--- src/rtl/b205_led_pkg.sv ---
// Shared types and constants for the B205 RX2 status-LED sequencer.
package b205_led_pkg;

  typedef enum logic [2:0] {
    ST_SWEEP,
    ST_IDLE,
    ST_RX,
    ST_TX,
    ST_FLASH
  } state_t;

  localparam int BRIGHT_LSB    = 0;
  localparam int FORCE_EN_BIT  = 8;
  localparam int FORCE_RGB_LSB = 9;

  // Colours are {r,g,b}, 1 = lit.
  localparam logic [2:0] RGB_OFF   = 3'b000;
  localparam logic [2:0] RGB_RED   = 3'b100;
  localparam logic [2:0] RGB_GREEN = 3'b010;
  localparam logic [2:0] RGB_BLUE  = 3'b001;

endpackage

--- src/rtl/b205_led_pwm.sv ---
// Global-brightness PWM and registered active-low LED drivers.
module b205_led_pwm
  import b205_led_pkg::*;
(
  input  logic       clk,
  input  logic       reset,
  input  logic [2:0] rgb,
  input  logic [7:0] brightness,
  output logic       led_r_n,
  output logic       led_g_n,
  output logic       led_b_n
);

  logic [7:0] pwm_cnt;
  logic       on;

  assign on = (pwm_cnt < brightness);

  always_ff @(posedge clk) begin
    if (reset) begin
      pwm_cnt <= '0;
      led_r_n <= 1'b1;
      led_g_n <= 1'b1;
      led_b_n <= 1'b1;
    end else begin
      pwm_cnt <= pwm_cnt + 8'd1;
      led_r_n <= ~(rgb[2] & on);
      led_g_n <= ~(rgb[1] & on);
      led_b_n <= ~(rgb[0] & on);
    end
  end

endmodule

--- src/rtl/b205_led_seq.sv ---
// B205 RX2 status-LED sequencer: power-on sweep, status colours,
// error flash, forced colour and global PWM brightness.
module b205_led_seq
  import b205_led_pkg::*;
#(
  parameter int         TICK_DIV = 40000,
  parameter logic [7:0] SR_BASE  = 8'd0,
  parameter int         SWEEP_MS = 250,
  parameter int         FLASH_MS = 100
) (
  input  logic        clk,
  input  logic        reset,
  input  logic        set_stb,
  input  logic [7:0]  set_addr,
  input  logic [31:0] set_data,
  input  logic        ext_ref_locked,
  input  logic        rx_active,
  input  logic        tx_active,
  input  logic        err_pulse,
  output logic        led_r_n,
  output logic        led_g_n,
  output logic        led_b_n
);

  localparam int TW = (TICK_DIV > 1) ? $clog2(TICK_DIV) : 1;
  localparam logic [TW-1:0] TICK_LAST = TW'(TICK_DIV - 1);

  localparam logic [15:0] SW1    = 16'(SWEEP_MS);
  localparam logic [15:0] SW2    = 16'(2 * SWEEP_MS);
  localparam logic [15:0] SW_END = 16'(3 * SWEEP_MS - 1);
  localparam logic [15:0] FL1    = 16'(FLASH_MS);
  localparam logic [15:0] FL2    = 16'(2 * FLASH_MS);
  localparam logic [15:0] FL3    = 16'(3 * FLASH_MS);
  localparam logic [15:0] FL4    = 16'(4 * FLASH_MS);
  localparam logic [15:0] FL5    = 16'(5 * FLASH_MS);
  localparam logic [15:0] FL_END = 16'(6 * FLASH_MS - 1);

  if (TICK_DIV < 1 || SWEEP_MS < 1 || FLASH_MS < 1 ||
      3 * SWEEP_MS > 65535 || 6 * FLASH_MS > 65535) begin : g_param_chk
    $error("b205_led_seq: dwell parameters out of range");
  end

  logic [7:0]  brightness;
  logic        force_en;
  logic [2:0]  force_rgb;
  logic [19:0] unused_data;

  assign unused_data = set_data[31:12];

  always_ff @(posedge clk) begin
    if (reset) begin
      brightness <= 8'h80;
      force_en   <= 1'b0;
      force_rgb  <= RGB_OFF;
    end else if (set_stb && set_addr == SR_BASE) begin
      brightness <= set_data[BRIGHT_LSB +: 8];
      force_en   <= set_data[FORCE_EN_BIT];
      force_rgb  <= set_data[FORCE_RGB_LSB +: 3];
    end
  end

  state_t      state;
  state_t      status;
  logic [TW-1:0] tick_cnt;
  logic [15:0] ms_cnt;
  logic        tick;

  assign tick   = (tick_cnt == TICK_LAST);
  assign status = tx_active ? ST_TX :
                  rx_active ? ST_RX : ST_IDLE;

  // Tick phase restarts with ms_cnt so every dwell is exact from entry.
  always_ff @(posedge clk) begin
    if (reset) begin
      state    <= ST_SWEEP;
      tick_cnt <= '0;
      ms_cnt   <= '0;
    end else begin
      tick_cnt <= tick ? '0 : tick_cnt + TW'(1);
      if (tick && ms_cnt != 16'hFFFF)
        ms_cnt <= ms_cnt + 16'd1;
      unique case (state)
        ST_SWEEP: begin
          if (tick && ms_cnt == SW_END) begin
            state    <= status;
            tick_cnt <= '0;
            ms_cnt   <= '0;
          end
        end
        ST_FLASH: begin
          if (err_pulse) begin
            tick_cnt <= '0;
            ms_cnt   <= '0;
          end else if (tick && ms_cnt == FL_END) begin
            state    <= status;
            tick_cnt <= '0;
            ms_cnt   <= '0;
          end
        end
        default: begin
          if (err_pulse) begin
            state    <= ST_FLASH;
            tick_cnt <= '0;
            ms_cnt   <= '0;
          end else if (status != state) begin
            state    <= status;
            tick_cnt <= '0;
            ms_cnt   <= '0;
          end
        end
      endcase
    end
  end

  logic       flash_on;
  logic [2:0] colour;

  assign flash_on = (ms_cnt < FL1) ||
                    (ms_cnt >= FL2 && ms_cnt < FL3) ||
                    (ms_cnt >= FL4 && ms_cnt < FL5);

  always_comb begin
    colour = RGB_OFF;
    unique case (state)
      ST_SWEEP: colour = (ms_cnt < SW1) ? RGB_RED :
                         (ms_cnt < SW2) ? RGB_GREEN : RGB_BLUE;
      ST_TX:    colour = RGB_RED;
      ST_RX:    colour = RGB_GREEN;
      ST_IDLE:  colour = ext_ref_locked ? RGB_BLUE : RGB_OFF;
      ST_FLASH: colour = flash_on ? RGB_RED : RGB_OFF;
      default:  colour = RGB_OFF;
    endcase
    if (force_en)
      colour = force_rgb;
  end

  b205_led_pwm u_pwm (
    .clk        (clk),
    .reset      (reset),
    .rgb        (colour),
    .brightness (brightness),
    .led_r_n    (led_r_n),
    .led_g_n    (led_g_n),
    .led_b_n    (led_b_n)
  );

endmodule
--- config.mk ---
export PLATFORM = sky130hd
export DESIGN_NAME = b205_led_seq
export DESIGN_NICKNAME = d
export VERILOG_FILES = /design/src/rtl/b205_led_pkg.sv /design/src/rtl/b205_led_pwm.sv /design/src/rtl/b205_led_seq.sv
export SDC_FILE = /design/constraint.sdc
export NUM_CORES = 1
export LEC_CHECK = 0
export ABC_AREA = 0
export CAP_MARGIN = 20
export CORE_AREA = 4 4 86 88
export DETAILED_ROUTE_END_ITERATION = 10
export DIE_AREA = 0 0 90 92
export HOLD_SLACK_MARGIN = 0.03
export PLACE_DENSITY = 0.74
export SYNTH_ARGS = -nofsm -noshare
export SYNTH_HDL_FRONTEND = slang
export SYNTH_SLANG_ARGS = --single-unit
export TNS_END_PERCENT = 100
--- constraint.sdc ---
create_clock -name clk -period 2.2 [get_ports clk]
set_input_delay 0.22 -clock clk [delete_from_list [all_inputs] [get_ports clk]]
set_output_delay 0.22 -clock clk [all_outputs]
set_load 0.005 [all_outputs]
# Word-level counts from Yosys, hierarchy flattened

Index checks and enable logic that the tools add are counted.

Equality and inequality tests: 12
Magnitude comparators: 7
Mux-type cells: 28
Reductions and logical operators: 12
$add $sub $neg: 3
Bitwise logic cells: 6

Operators by type and width:

| kind                    | count |
|---|---|
| $mux W16                | 12 |
| $pmux W16 S2            | 2 |
| $add A16 B1 Y16 const B | 2 |
| $eq A16 B10 Y1 const B  | 2 |
| $lt A16 B9 Y1 const B   | 2 |
| $mux W3                 | 8 |
| $eq A16 B16 Y1 const B  | 1 |
| $ge A16 B8 Y1 const B   | 1 |
| $ge A16 B9 Y1 const B   | 1 |
| $lt A16 B7 Y1 const B   | 1 |
| $lt A16 B8 Y1 const B   | 1 |
| $ne A16 B16 Y1 const B  | 1 |
| $pmux W3 S5             | 1 |
| $add A8 B1 Y8 const B   | 1 |
| $logic_not A8 Y1        | 1 |
| $lt A8 B8 Y1            | 1 |
| $eq A3 B2 Y1 const B    | 2 |
| $logic_and A1 B1 Y1     | 6 |
| $mux W2                 | 3 |
| $ne A2 B2 Y1 const B    | 3 |
| $pmux W3 S2             | 1 |
| $reduce_and A4 Y1       | 1 |
| $reduce_bool A4 Y1      | 1 |
| $and A1 B1 Y1           | 3 |
| 7 further kinds         | 10 |

Register bits after elaboration: 58
Word-level logic and storage cells: 78
Input bits: 47
Output and inout port bits: 3

# Longest topological paths before layout

Gate-level depths: netlist of run 1.

Depth after elaboration: 9
Mapped depth: 7

# By module

A second synthesis of run 1 with hierarchy kept.

Cell total of the unflattened synthesis: 368
Area, all modules: 3110.5 um^2

By module, submodules not included:

| module       | times used | sequential area each (um^2) | cells an instance | area each (um^2) |
|---|---|---|---|---|
| b205_led_seq | 1          | 940.9                       | 301               | 2519.9 |
| b205_led_pwm | 1          | 220.2                       | 67                | 590.6 |

# Worst setup path after synthesis of run 1

Ideal clock, no wire load.

Path kind: reg-to-reg
Start point: register ms_cnt[1]
End point: register ms_cnt[14]
Cell stages (with the launch flop): 7
Arrival time: 1.980 ns
Slack: 0.150 ns
Data required time: 2.130 ns
Path through: dfxtp_1 -> ha_1 -> nand3_1 -> or3_4 -> or4b_4 -> or3_1 -> a21oi_1

Longest elaborated chain between the ends: 6

Ends and longest elaborated chain:

| item                                                                    | RTL line           | text |
|---|---|---|
| start, declared                                                         | b205_led_seq.sv:65 | `logic [15:0] ms_cnt;` |
| start signal, assigned                                                  | b205_led_seq.sv:81 | `ms_cnt <= ms_cnt + 16'd1;` |
| parallel branches: the longest is 5 deep, another holds $add A16 B1 Y16 | n/a                |  |
| $pmux W16 S2 (*)                                                        | b205_led_seq.sv:82 | `unique case (state)` |

Mark *: on every way between the ends.
A chain may end at the register's enable or synchronous reset.

# Final worst setup path of run 1

Start point: register ms_cnt[0]
End point: register ms_cnt[12]

Same word-level chain as after synthesis.

==> metrics.md, run 1 <==
| Metric | Value |
|---|---|
| Worst-path clk slew | `0.06 ns` |
| Slew HR | `0.6270` |
| Post-synthesis cell type count | `58` |
| Slack of the critical path | `0.1444 ns` |
| Syn avg cell area | `8.622 um^2` |
| Core region area | `0.006644 mm^2` |
| HPWL after DPL | `4791 um` |
| Root Buffer | `clkbuf_8` |
| Yosys reg bits | `58` |
| DRT Wirelength | `6607 um` |
| Initial Util | `0.4646` |
| Avg WL per Cell | `13.35 um` |
| Vias per cell | `5.560` |
| Clk_lat worst skew | `0.34 ns` |
| Worst IR Drop VDD | `0.0003750 V` |
| F_max | `486.5 MHz` |
| Non-Filler Instances | `495` |
| Leakage power | `1.528 nW` |
| Seq/Total Area, Yosys | `0.3762` |
| Post-synth top cells | `dfxtp_1 (58), nor2_1 (49), nand3_1 (20)` |
| HP Class | `reg2reg` |
| Clock sinks | `58` |
| Final Hold Fails | `0` |
| Core Rows | `30` |
| Final Setup Violations | `0` |
| Shortest period the worst path allows | `2.056 ns` |
| Largest cells by area after synthesis | `dfxtp_1 (38%), nor2_1 (6.0%), ha_1 (4.9%)` |
| Setup TNS | `0 ns` |
| Most frequent cell after synthesis | `dfxtp_1` |
| Post-Syn Area | `0.003087 mm^2` |
| Setup Skew | `0.01204 ns` |
| ANT nets after route | `0` |
| EDFF count, synth | `0` |
| Hold_buf cts | `0` |
| Max-capacitance violation count | `0` |
| Max Slew Vio Count | `0` |
| Gr usage total | `0.1662` |
| Warnings, synthesis | `0` |
| TritonCTS Buffers | `9` |
| Crit start category | `flip-flop` |
| Share of cells above drive strength 1 | `0.1398` |
| NumNets Final | `469` |
| DR pass1 iterations | `5` |
| Primary FF master, synth | `dfxtp_1` |
| RSZ-0062 raised after global routing | `no` |
| Max clock buf depth | `2` |
| Diode count | `0` |
| Critical Path End Type | `flip-flop` |
| Synth top area share | `0.3762` |
| Worst-Margin Slew | `0.5544 ns` |
| Min Hold Slack | `0.4594 ns` |
| Port Buffers | `29` |
| Synthesized net count | `417` |
| Initial antenna violation count | `0` |
| H-tree Lvls | `3` |
| Total chip power | `2.280 mW` |
| WP data required | `2.46 ns` |
| CP Max Fanout | `7` |
| GR Overflow Total | `0` |
| FFs w/ async S/R, synth | `0` |
| Die height | `92 um` |
| Cells after synthesis | `358` |
| Critical Path AT | `2.32 ns` |
| 1st-iter DRT viols | `120` |
| Vias in the first global route | `2554` |
| I/O pin count | `50` |
| P per Cell Area | `590.2 mW/mm^2` |
| Fillcell total | `591` |
| Die width | `90 um` |
| Leading area contributor after synthesis | `dfxtp_1` |
| Status | `complete, no violations` |
| Total number of vias | `2752` |
| First-pass GRT wire length | `11390 um` |
| Placed instance count | `475` |
| Placement Setup Slack | `-0.1461 ns` |
| Kind of critical path | `reg2reg` |
| Crit share post-route | `0.9344` |
| Largest net degree at the start of global routing | `17` |
| Layout area overhead | `25.13%` |
| Die area | `0.008280 mm^2` |
| CTS tree | `yes` |
| Residual DRC | `0` |
| Global placement routability congestion | `0.8242` |
cells in the final DEF, fill, tap and decap left out, types with 13 or more instances in the layout:
| cell | count |
|---|---|
| a21oi_1 | 16 |
| buf_4 | 28 |
| clkdlybuf4s50_1 | 29 |
| dfxtp_1 | 58 |
| inv_1 | 18 |
| mux2i_1 | 13 |
| nand2_1 | 17 |
| nand3_1 | 20 |
| nor2_1 | 49 |
| o21ai_0 | 16 |
layout make-up:
class                   instances  area, um^2  share of cell area
flip-flops and latches         58        1161              0.3006
clock inverters                 5       77.57             0.02008
multi-input cells             264        1774              0.4593
repair buffers                 59       540.5              0.1399
inverters                      18       67.56             0.01749
clock buffers                  11       141.4             0.03661
well taps                      80       100.1             0.02592
power by group:
group	internal [mW]	total, mW	switching, mW	leakage [nW]
clock network	0.665	1.08	0.418	0.109
registers	1.06	1.07	0.00905	0.469
logic	0.0768	0.126	0.0489	0.950
total	1.80	2.28	0.476	1.53
kinds of logic after synthesis:
group | share of synthesized area
AO/OA/AOI/OAI | 0.1455
adder cells (fa/ha/maj) | 0.04864
buffers and inverters | 0.05067
multiplexers | 0.04215
flip-flops | 0.3762
XOR/XNOR | 0.05958
AND/OR/NAND/NOR | 0.2773
final timing paths:
kind	startpoint	to	slack, ns	cells past startpoint
worst max-delay path	ms_cnt[0]	ms_cnt[12]	0.14	6
worst min register to register	u_pwm.pwm_cnt[0]	u_pwm.pwm_cnt[0]	0.46	1
worst max register to register	ms_cnt[0]	ms_cnt[12]	0.14	6
worst min-delay path	u_pwm.pwm_cnt[0]	u_pwm.pwm_cnt[0]	0.46	1
stage by stage:
stage               instance area (um^2)    util
detailed placement                  3596  0.5412
floorplan                           3087       -
global route                        3862  0.5814
finish                              3862  0.5814
CTS                                 3835  0.5772
global placement                    3596  0.5412
routing by layer:
layer | GRT usage | share of wire | wire length, um | vias up
met2 | 0.2570 | 0.46 | 3023 | 68
li1 | - | - | - | 1397
met1 | 0.2168 | 0.47 | 3116 | 1279
met3 | 0.04102 | 0.055 | 363 | 8
met4 | 0.08036 | 0.016 | 105 | 0
met5 | 0 | 0 | 0 | -
repair_timing:
item / in CTS / in global routing
pin swaps: 1 / 2
buffers inserted: 1 / 3
cloned: 0 / 0
setup endpoints to repair: 9 / 10
gates resized for setup: 0 / 2
state kept, by name, indices dropped and copies added, names as in the netlist:
register,cells
force_rgb,3
u_pwm.led_b_n,1
u_pwm.led_g_n,1
ms_cnt,16
force_en,1
brightness,8
state,3
u_pwm.pwm_cnt,8
tick_cnt,16
u_pwm.led_r_n,1
worst max-delay path, cell delays in order, from the launching register on:
cell	delay, ns
dfxtp_1	0.33
ha_1	0.18
nand3_1	0.12
or3_4	0.37
or4b_4	0.53
or3_1	0.33
a21oi_1	0.14
(Power assumes the default switching activity.)
==> run 2, diff against run 1 <==
--- a/config.mk
+++ b/config.mk
@@ -11,6 +11,7 @@
 export DETAILED_ROUTE_END_ITERATION = 10
 export DIE_AREA = 0 0 90 92
 export HOLD_SLACK_MARGIN = 0.03
+export MAX_ROUTING_LAYER = met4
 export PLACE_DENSITY = 0.74
 export SYNTH_ARGS = -nofsm -noshare
 export SYNTH_HDL_FRONTEND = slang
==> metrics.md, run 2 (synthesized netlist as in run 1, its figures left out) <==
| Metric | Value |
|---|---|
| Status | `complete, no violations (unchanged)` |
| Residual DRC | `0 (unchanged)` |
| Sw frac | `0.2088 (was 0.2089)` |
| CP Max Fanout | `7 (unchanged)` |
| Reg2reg start | `ms_cnt[0] (unchanged)` |
| Sequential cell fraction of total power | `0.470 (about the same)` |
| Slew HR | `0.6299 (was 0.6270)` |
| GR Overflow Total | `0 (unchanged)` |
| Most frequent cells in the layout | `dfxtp_1 (58), nor2_1 (49), clkdlybuf4s50_1 (29) (unchanged)` |
| DR pass1 iterations | `5 (unchanged)` |
| Share of cells above drive strength 1 | `0.1398 (unchanged)` |
| Final Setup Violations | `0 (unchanged)` |
| CTS tree | `yes (unchanged)` |
| Crit share post-route | `0.9356 (was 0.9344)` |
| Max clock buf depth | `2 (unchanged)` |
| Final Hold Fails | `0 (unchanged)` |
| Max-capacitance violation count | `0 (unchanged)` |
| R2R Setup Slk | `0.14 ns (about the same)` |
| P per Cell Area | `590.1 mW/mm^2 (was 590.2 mW/mm^2)` |
| Reg2reg path depth | `6 (unchanged)` |
| Dpl cell area | `0.003596 mm^2 (unchanged)` |
| DRT Wirelength | `6632 um (was 6607 um)` |
| Core Rows | `30 (unchanged)` |
| Clk_lat worst skew | `0.34 ns (about the same)` |
| Die area | `0.008280 mm^2 (unchanged)` |
| Min-Delay Endpoint | `u_pwm.pwm_cnt[0] (unchanged)` |
| Crit start category | `flip-flop (unchanged)` |
| Root Buffer | `clkbuf_8 (unchanged)` |
| NumNets Final | `469 (unchanged)` |
| R2r endpoint | `ms_cnt[12] (unchanged)` |
| Port Buffers | `29 (unchanged)` |
| First-pass GRT wire length | `11370 um (was 11390 um)` |
| Setup TNS | `0 ns (unchanged)` |
| Max Slew Vio Count | `0 (unchanged)` |
| HP Start | `u_pwm.pwm_cnt[0] (unchanged)` |
| Commonest non-fill, non-tap cell in the layout | `dfxtp_1 (unchanged)` |
| Crit path cell chain | `ha_1, nand3_1, or3_4, or4b_4, or3_1, a21oi_1 (unchanged)` |
| Shortest period the worst path allows | `2.058 ns (was 2.056 ns)` |
| Worst-Margin Slew | `0.5501 ns (was 0.5544 ns)` |
| Die width | `90 um (unchanged)` |
| F_max | `485.8 MHz (was 486.5 MHz)` |
| Total chip power | `2.279 mW (was 2.280 mW)` |
| TritonCTS Buffers | `9 (unchanged)` |
| Post-route design area | `0.003862 mm^2 (unchanged)` |
| Critical Path End Type | `flip-flop (unchanged)` |
| Fillcell total | `591 (unchanged)` |
| Non-Filler Instances | `495 (unchanged)` |
| Largest net degree at the start of global routing | `17 (unchanged)` |
| WP data required | `2.46 ns (about the same)` |
| 1st-iter DRT viols | `114 (was 120)` |
| Worst-path clk slew | `0.06 ns (about the same)` |
| Clock sinks | `58 (unchanged)` |
| CP Buf/Inv Count | `0 (unchanged)` |
| Initial Util | `0.4646 (unchanged)` |
| Total number of vias | `2742 (was 2752)` |
| Power share of the clock group | `0.475 (about the same)` |
| Kind of critical path | `reg2reg (unchanged)` |
| Leakage power | `1.528 nW (unchanged)` |
| Gate power share | `0.055 (about the same)` |
| Avg WL per Cell | `13.40 um (was 13.35 um)` |
| Critical path's top delay family | `simple AND/OR/NAND/NOR gates (unchanged)` |
| RSZ-0062 raised after global routing | `no (unchanged)` |
| Core region area | `0.006644 mm^2 (unchanged)` |
| Slowest cell on the critical path | `or4b_4 (unchanged)` |
| Worst IR Drop VDD | `0.0003750 V (about the same)` |
| Setup Skew | `0.01148 ns (was 0.01204 ns)` |
| HPWL after DPL | `4791 um (unchanged)` |
| Critical Path AT | `2.32 ns (about the same)` |
| Layout area overhead | `25.13% (unchanged)` |
| HP Class | `reg2reg (unchanged)` |
| Int Power | `1.803 mW (about the same)` |
| Vias in the first global route | `2555 (was 2554)` |
| Max stage delay on crit path | `0.53 ns (about the same)` |
| ANT nets after route | `0 (unchanged)` |
| Gr usage total | `0.1703 (was 0.1662)` |
| Biggest regs | `ms_cnt: 16 flops, tick_cnt: 16 flops (unchanged)` |
| Global placement routability congestion | `0.8366 (was 0.8242)` |
| Hold-critical path depth | `1 (unchanged)` |
| Initial antenna violation count | `0 (unchanged)` |
| H-tree Lvls | `3 (unchanged)` |
| Diode count | `0 (unchanged)` |
| Placed instance count | `475 (unchanged)` |
| Vias per cell | `5.539 (was 5.560)` |
| Die height | `92 um (unchanged)` |
| I/O pin count | `50 (unchanged)` |
| Net load switching power | `0.4760 mW (was 0.4763 mW)` |
run 2: cell counts in the layout (fill, tap and decap cells not counted):
No cell type changed its count.
run 2: how the worst max path moves through the flow:
stage | slack (ns) | end | from | cells after the start
after floorplan | 0.15 | ms_cnt[14] | ms_cnt[1] | 6
after global placement | -0.06 | ms_cnt[8] | rx_active | 6
after detailed placement | -0.15 | ms_cnt[8] | rx_active | 6
after CTS | 0.01 | ms_cnt[6] | tick_cnt[1] | 6
after global routing | 0.005 | ms_cnt[12] | tick_cnt[1] | 6
final | 0.14 | ms_cnt[12] | ms_cnt[0] | 6
run 2: final cells by class:
class	instances	area [um^2]	share of cell area
multi-input cells	264	1774	0.4593
flip-flops and latches	58	1161	0.3006
repair buffers	59	540.5	0.1399
clock buffers	11	141.4	0.03661
well taps	80	100.1	0.02592
clock inverters	5	77.57	0.02008
inverters	18	67.56	0.01749
run 2: worst reg2reg max path, delay by kind of cell, from the launching register on:
family,cells,cell delay (ns)
fa+ha+maj,1,0.18
flops,1,0.33
simple gates,4,1.35
compound gates,1,0.14
run 2: what timing repair did:
| action | in CTS | in global routing |
|---|---|---|
| pin swaps | 1 | 2 |
| cloned | 0 | 0 |
| resized for setup | 0 | 2 |
| hold buffers | 0 | 0 |
| setup buffers | 1 | 3 |
| setup endpoints to repair | 9 | 10 |
run 2: routing by layer:
metal / global-route usage / up-vias / wire length [um]
met2: 0.2570 / 57 / 3017
met3: 0.03856 / 10 / 303
met1: 0.2168 / 1280 / 3182
met5: - / - / 0
met4: 0.08036 / 0 / 127
li1: - / 1395 / -
run 2: stage by stage:
stage,hold slack [ns],setup slack [ns],util
after global placement,0.4409,-0.06300,0.5412
after detailed placement,0.4552,-0.1461,0.5412
after global routing,0.5012,0.004712,0.5814
final,0.4594,0.1416,0.5814
after CTS,0.4688,0.01278,0.5772
after floorplan,0.3451,0.1503,-
run 2: power by group through the flow:
stage	Combinational (mW)	Sequential, mW	Clock, mW
global route	0.140	1.07	1.15
global placement	0.118	1.09	0
CTS	0.127	1.07	1.11
detailed placement	0.121	1.09	0
floorplan	0.0457	1.09	0
finish	0.126	1.07	1.08
